<file path="src/rtl/lsu_pkg.sv">
// Shared types and lane helpers for the load/store memory controller.
// Extract/merge are pure combinational functions used directly by the FSM.
package lsu_pkg;

    typedef enum logic [1:0] {SZ_B, SZ_H, SZ_W, SZ_X} mem_size_e;

    typedef enum logic [2:0] {
        ST_IDLE   = 3'd0,
        ST_LOAD   = 3'd1,
        ST_RMW_RD = 3'd2,
        ST_WRITE  = 3'd3,
        ST_RESP   = 3'd4
    } lsu_state_e;

    function automatic logic [31:0] lane_extract(input logic [31:0] word,
                                                 input logic [1:0]  offset,
                                                 input mem_size_e   size,
                                                 input logic        uns);
        logic [7:0]  b;
        logic [15:0] h;
        b = word[{offset, 3'b000} +: 8];
        h = offset[1] ? word[31:16] : word[15:0];
        case (size)
            SZ_B:    return {{24{b[7] & ~uns}}, b};
            SZ_H:    return {{16{h[15] & ~uns}}, h};
            default: return word;
        endcase
    endfunction

    function automatic logic [31:0] lane_merge(input logic [31:0] old,
                                               input logic [31:0] wdata,
                                               input logic [1:0]  offset,
                                               input mem_size_e   size);
        logic [31:0] m;
        m = old;
        case (size)
            SZ_B:    m[{offset, 3'b000} +: 8] = wdata[7:0];
            SZ_H:    m[{offset[1], 4'b0000} +: 16] = wdata[15:0];
            default: m = wdata;
        endcase
        return m;
    endfunction

endpackage

</file>
<file path="src/rtl/lsu_mem_ctrl.sv">
// Load/store initiator: validates requests, drives word-memory strobes,
// and performs read-modify-write for byte/halfword stores.
module lsu_mem_ctrl
    import lsu_pkg::*;
#(
    parameter int DEPTH_LOG2  = 8,
    parameter bit CHECK_RANGE = 1'b1
) (
    input  logic        clk,
    input  logic        rst,
    input  logic        req_valid,
    output logic        req_ready,
    input  logic        req_we,
    input  logic [1:0]  req_size,
    input  logic        req_unsigned,
    input  logic [31:0] req_addr,
    input  logic [31:0] req_wdata,
    output logic        resp_valid,
    output logic [31:0] resp_rdata,
    output logic        resp_err,
    output logic        mem_read,
    output logic        mem_write,
    output logic [31:0] mem_addr,
    output logic [31:0] mem_wdata,
    input  logic [31:0] mem_rdata
);

    lsu_state_e  state;
    logic        we_q;
    logic        uns_q;
    mem_size_e   size_q;
    logic [31:0] addr_q;
    logic [31:0] wdata_q;
    logic [31:0] rdata_q;
    logic        err_q;

    mem_size_e   req_sz;
    logic        accept;
    logic        bad_align;
    logic        bad_range;
    logic        req_err;
    logic        mem_active;

    assign req_sz = mem_size_e'(req_size);
    assign accept = req_valid && req_ready;

    always_comb begin
        bad_align = 1'b0;
        case (req_sz)
            SZ_H:    bad_align = req_addr[0];
            SZ_W:    bad_align = |req_addr[1:0];
            SZ_X:    bad_align = 1'b1;
            default: bad_align = 1'b0;
        endcase
    end

    // Address bits above the memory's byte span are either an error or ignored.
    generate
        if (CHECK_RANGE && (DEPTH_LOG2 < 30)) begin : g_range
            assign bad_range = |req_addr[31:DEPTH_LOG2+2];
        end else begin : g_no_range
            assign bad_range = 1'b0;
        end
    endgenerate

    assign req_err = bad_align | bad_range;

    always_ff @(posedge clk or posedge rst) begin
        if (rst) begin
            state   <= ST_IDLE;
            we_q    <= 1'b0;
            uns_q   <= 1'b0;
            size_q  <= SZ_B;
            addr_q  <= 32'h0;
            wdata_q <= 32'h0;
            rdata_q <= 32'h0;
            err_q   <= 1'b0;
        end else begin
            case (state)
                ST_IDLE: begin
                    if (accept) begin
                        we_q    <= req_we;
                        uns_q   <= req_unsigned;
                        size_q  <= req_sz;
                        addr_q  <= req_addr;
                        wdata_q <= req_wdata;
                        rdata_q <= 32'h0;
                        err_q   <= req_err;
                        if (req_err)
                            state <= ST_RESP;
                        else if (!req_we)
                            state <= ST_LOAD;
                        else if (req_sz == SZ_W)
                            state <= ST_WRITE;
                        else
                            state <= ST_RMW_RD;
                    end
                end
                ST_LOAD: begin
                    rdata_q <= lane_extract(mem_rdata, addr_q[1:0], size_q, uns_q);
                    state   <= ST_RESP;
                end
                ST_RMW_RD: begin
                    // Latched store data is replaced by the merged word for WRITE.
                    wdata_q <= lane_merge(mem_rdata, wdata_q, addr_q[1:0], size_q);
                    state   <= ST_WRITE;
                end
                ST_WRITE: state <= ST_RESP;
                ST_RESP:  state <= ST_IDLE;
                default:  state <= ST_IDLE;
            endcase
        end
    end

    assign req_ready  = (state == ST_IDLE);
    assign resp_valid = (state == ST_RESP);
    assign resp_rdata = (resp_valid && !we_q) ? rdata_q : 32'h0;
    assign resp_err   = resp_valid && err_q;

    assign mem_active = (state == ST_LOAD) || (state == ST_RMW_RD) || (state == ST_WRITE);
    assign mem_read   = (state == ST_LOAD) || (state == ST_RMW_RD);
    // Gated by rst so the strobe drops the instant reset rises, not after state settles.
    assign mem_write  = (state == ST_WRITE) && !rst;
    assign mem_addr   = mem_active ? {addr_q[31:2], 2'b00} : 32'h0;
    assign mem_wdata  = (state == ST_WRITE) ? wdata_q : 32'h0;

endmodule
</file>
<file path="config.mk">
export PLATFORM = sky130hd
export DESIGN_NAME = lsu_mem_ctrl
export DESIGN_NICKNAME = d
export VERILOG_FILES = /design/src/rtl/lsu_pkg.sv /design/src/rtl/lsu_mem_ctrl.sv
export SDC_FILE = /design/constraint.sdc
export NUM_CORES = 1
export LEC_CHECK = 0
export BUFFER_PORTS_ARGS = -buffer_cell sky130_fd_sc_hd__buf_2
export CORE_UTILIZATION = 55
export CTS_CLUSTER_SIZE = 24
export DETAILED_ROUTE_END_ITERATION = 10
export PLACE_DENSITY = 0.91
export SYNTH_ARGS = -nofsm -noshare
export SYNTH_HDL_FRONTEND = slang
export SYNTH_SLANG_ARGS = --single-unit
</file>
<file path="constraint.sdc">
create_clock -name clk -period 9.9 [get_ports clk]
set_input_delay 1.98 -clock clk [delete_from_list [all_inputs] [get_ports clk]]
set_output_delay 1.98 -clock clk [all_outputs]
set_load 0.03 [all_outputs]
</file>
==> flow_metrics.py <==
metrics = {
    "die": {
        "dieWidth_um": 107.4,
        "design.core.area_um2": 10840,
        "dieArea_um2": 11540,
        "pin_count": 204,
        "floorplan.rows": 38,
        "start_util_pct": 56.41,
        "die_height_um": 107.4,
    },
    "cts": {
        "cts.reportedPaths.clkPinSlew_ps": 100,
        "worst_skew_pair.late_latency_ps": 380,
        "cts_buffers": 9,
        "cts_max_level": 3,
        "cts.repair_timing.setup_buffer_count": 0,
        "clockRootBuffer": "sky130_fd_sc_hd__clkbuf_8",
        "cts.hold.buffers_added": 0,
        "clock_tree_from_tritoncts": "done",
        "clock_sinks": 104,
        "cts_resized": 0,
        "clk_path_buf_depth": 2,
    },
    "outcome": {
        "status": "complete, no violations",
    },
    "critical_path": {
        "arrival_ps": 2990,
        "worst_ep_required_time_ps": 7920,
        "setup.worst_path.start_class": "input pin",
        "max_stage_delay_ps": 410,
        "critPathTopFamily": "buffers and inverters",
        "critPathKind": "in2out",
        "critPathSlowestCell": "sky130_fd_sc_hd__inv_4",
        "cp.buffers_inverters": 3,
        "crit_path_end_kind": "primary output",
        "timing.critical_path.cells": "buf_2 -> inv_4 -> and3_1 -> buf_2",
        "timing.critical_path.mode_cell": "sky130_fd_sc_hd__buf_2",
        "crit_fanout": 47,
    },
    "routing": {
        "drtAntennaViolNets": 0,
        "via_per_inst": 5.943,
        "route.detailed.wl_per_inst_um": 17.80,
        "drtIter0Drc": 434,
        "drc": 0,
        "num_vias": 5949,
        "first_pass_iters": 5,
        "route.final.wire_length_mm": 17.81,
    },
    "pwr": {
        "power_density_nw_per_um2": 135.6,
        "vdd_drop_max_uv": 83.25,
        "leakagePower_uw": 0.004008,
        "post-layout-total-power_uw": 998.6,
    },
    "synth": {
        "synth_area_um2": 6115,
        "synth_top_cells_by_area": "sky130_fd_sc_hd__dfrtp_1, sky130_fd_sc_hd__nand2_1, sky130_fd_sc_hd__and2_1, sky130_fd_sc_hd__mux2i_1, sky130_fd_sc_hd__and3_1",
        "ys_seq_elements": 104,
        "synth_top_area_cell": "sky130_fd_sc_hd__dfrtp_1",
        "async_flop_share_pct": 100.0,
        "yosys.area.top_type_share_pct": 42.56,
        "ys.flop_type": "sky130_fd_sc_hd__dfrtp_1",
        "synthesis.area_per_instance_um2": 8.849,
        "ys_types": 56,
        "syn-instance-count": 691,
        "ys.warnings.count": 0,
        "synth.yosys.seq_area_share_pct": 42.56,
        "synth-edff-count": 0,
    },
    "run": {
        "max-cap-violations": 0,
    },
    "global_route": {
        "number_of_global_route_vias_before_repair": 5475,
        "wire_length_of_the_first_global_routing_pass_mm": 27.88,
        "overflow": 0,
        "pin_count_of_the_biggest_net_entering_global_routing": 60,
        "groute.usage.overall_pct": 31.55,
        "antenna_found_initial": 0,
    },
    "timing": {
        "max_clock_freq_ghz": 0.2014,
        "timing.final.hold_violations": 0,
        "final.period_utilization_pct": 50.16,
        "report.final.slew_viol_count": 0,
        "final.setup_skew_ps": 11.83,
        "tightest_slew_ps": 1057,
        "grt_setup_unrepaired": "false",
        "totalNegativeSetupSlack_ps": 0,
        "max-slew-margin-rel_pct": 29.54,
        "finalHoldWorstSlack_ps": 474.6,
        "setup-violations-final": 0,
        "finalCriticalPeriod_ps": 4966,
    },
    "placement": {
        "place_area_um2": 7131,
        "io_buffer_count": 201,
        "dp_hpwl_mm": 12.88,
        "globalplace.congestion": 0.8990,
    },
    "finish": {
        "core_utilization_of_the_finished_layout_pct": 67.94,
        "nNetsFinal": 964,
        "synthToLayoutAreaGrowth_pct": 20.44,
        "finalInstanceArea_um2": 7365,
        "n_antenna_cell": 0,
        "final_common_cell": "sky130_fd_sc_hd__buf_2",
        "nFillCells": 879,
        "layout-drive-gt1-share_pct": 29.62,
        "final_cell_mix": "sky130_fd_sc_hd__buf_2, sky130_fd_sc_hd__nand2_1, sky130_fd_sc_hd__dfrtp_1, sky130_fd_sc_hd__and2_1, sky130_fd_sc_hd__and3_1",
    },
    "min_path": {
        "hold_path.class": "reg2reg",
    },
}
registers in the layout, summed over array words and instances, names as in the netlist:
name,count
we_q,1
size_q,2
addr_q,32
rdata_q,32
uns_q,1
err_q,1
wdata_q,32
state,3
synthesized netlist by cell type (5+ instances only):
master,number
sky130_fd_sc_hd__and2_1,65
sky130_fd_sc_hd__inv_1,7
sky130_fd_sc_hd__o21ai_0,21
sky130_fd_sc_hd__nand2_1,154
sky130_fd_sc_hd__ha_1,5
sky130_fd_sc_hd__or3_1,8
sky130_fd_sc_hd__a31oi_1,13
sky130_fd_sc_hd__nand3_1,7
sky130_fd_sc_hd__nor2b_1,11
sky130_fd_sc_hd__nor4_1,5
sky130_fd_sc_hd__a22oi_1,16
sky130_fd_sc_hd__clkbuf_1,34
sky130_fd_sc_hd__o221a_2,8
sky130_fd_sc_hd__nor3_1,7
sky130_fd_sc_hd__dfrtp_1,104
sky130_fd_sc_hd__nor2_1,25
sky130_fd_sc_hd__a221o_1,8
sky130_fd_sc_hd__nand2b_1,6
sky130_fd_sc_hd__a21oi_1,18
sky130_fd_sc_hd__a22o_1,12
sky130_fd_sc_hd__mux2_2,6
sky130_fd_sc_hd__a211o_1,12
sky130_fd_sc_hd__and3_1,35
sky130_fd_sc_hd__mux2i_1,24
sky130_fd_sc_hd__o221ai_1,7
sky130_fd_sc_hd__buf_2,15
sky130_fd_sc_hd__a221oi_1,17
through the flow:
| stage | setup WS (ps) | std cells |
|---|---|---|
| final | 4934 | 1001 |
| after global routing | 4801 | 1001 |
| after CTS | 4911 | 1001 |
| after detailed placement | 4908 | 985 |
| after global placement | 4912 | 985 |
| after floorplan | 3177 | 692 |
kinds of logic after synthesis:
family	share of synthesized area, %
adder cells (fa/ha/maj)	1.023
flip-flops	42.56
buffers and inverters	4.931
AO/OA/AOI/OAI	18.23
AND/OR/NAND/NOR	27.17
other	0.06133
multiplexers	6.016
metal layers:
metal | track usage [%] | vias to the layer above | part of all wire, %
li1 | - | 2769 | -
met1 | 40.33 | 2790 | 40
met2 | 51.66 | 332 | 47
met3 | 6.114 | 58 | 9.0
met4 | 14.87 | 0 | 4.4
met5 | 0 | - | 0
where the power goes:
| part | internal (uW) | total (uW) | leakage (uW) | switching [uW] |
|---|---|---|---|---|
| Sequential | 462 | 501 | 0.00130 | 38.9 |
| Combinational | 75.3 | 186 | 0.00259 | 111 |
| Clock | 149 | 311 | 0.000116 | 163 |
worst paths after layout:
path                       slack [ps]       from  depth (start not counted)           to
max                              4930        rst                          4    mem_write
min                               470  addr_q[4]                          2    addr_q[4]
max reg2reg                      7150   state[2]                          4  rdata_q[19]
min reg2reg                       470  addr_q[4]                          2    addr_q[4]
max in group asynchronous        7060        rst                          3    addr_q[0]
min in group asynchronous        1650        rst                          2    addr_q[5]
cell type report:
cell class              count  area (um^2)  share of cell area [%]
multi-input cells         521         3228                   43.83
flip-flops and latches    104         2603                   35.34
repair buffers            213         1096                   14.88
well taps                 140        175.2                   2.379
clock buffers               9        123.9                   1.682
clock inverters             7        110.1                   1.495
inverters                   7        28.78                  0.3908
worst reg2reg max path, cell delays in order (launching register included):
cell	delay [ps]
sky130_fd_sc_hd__dfrtp_1	530
sky130_fd_sc_hd__and2b_1	840
sky130_fd_sc_hd__nand2b_1	490
sky130_fd_sc_hd__a2111o_1	680
sky130_fd_sc_hd__nand2_1	160
Power figures use the tool's default switching activity.
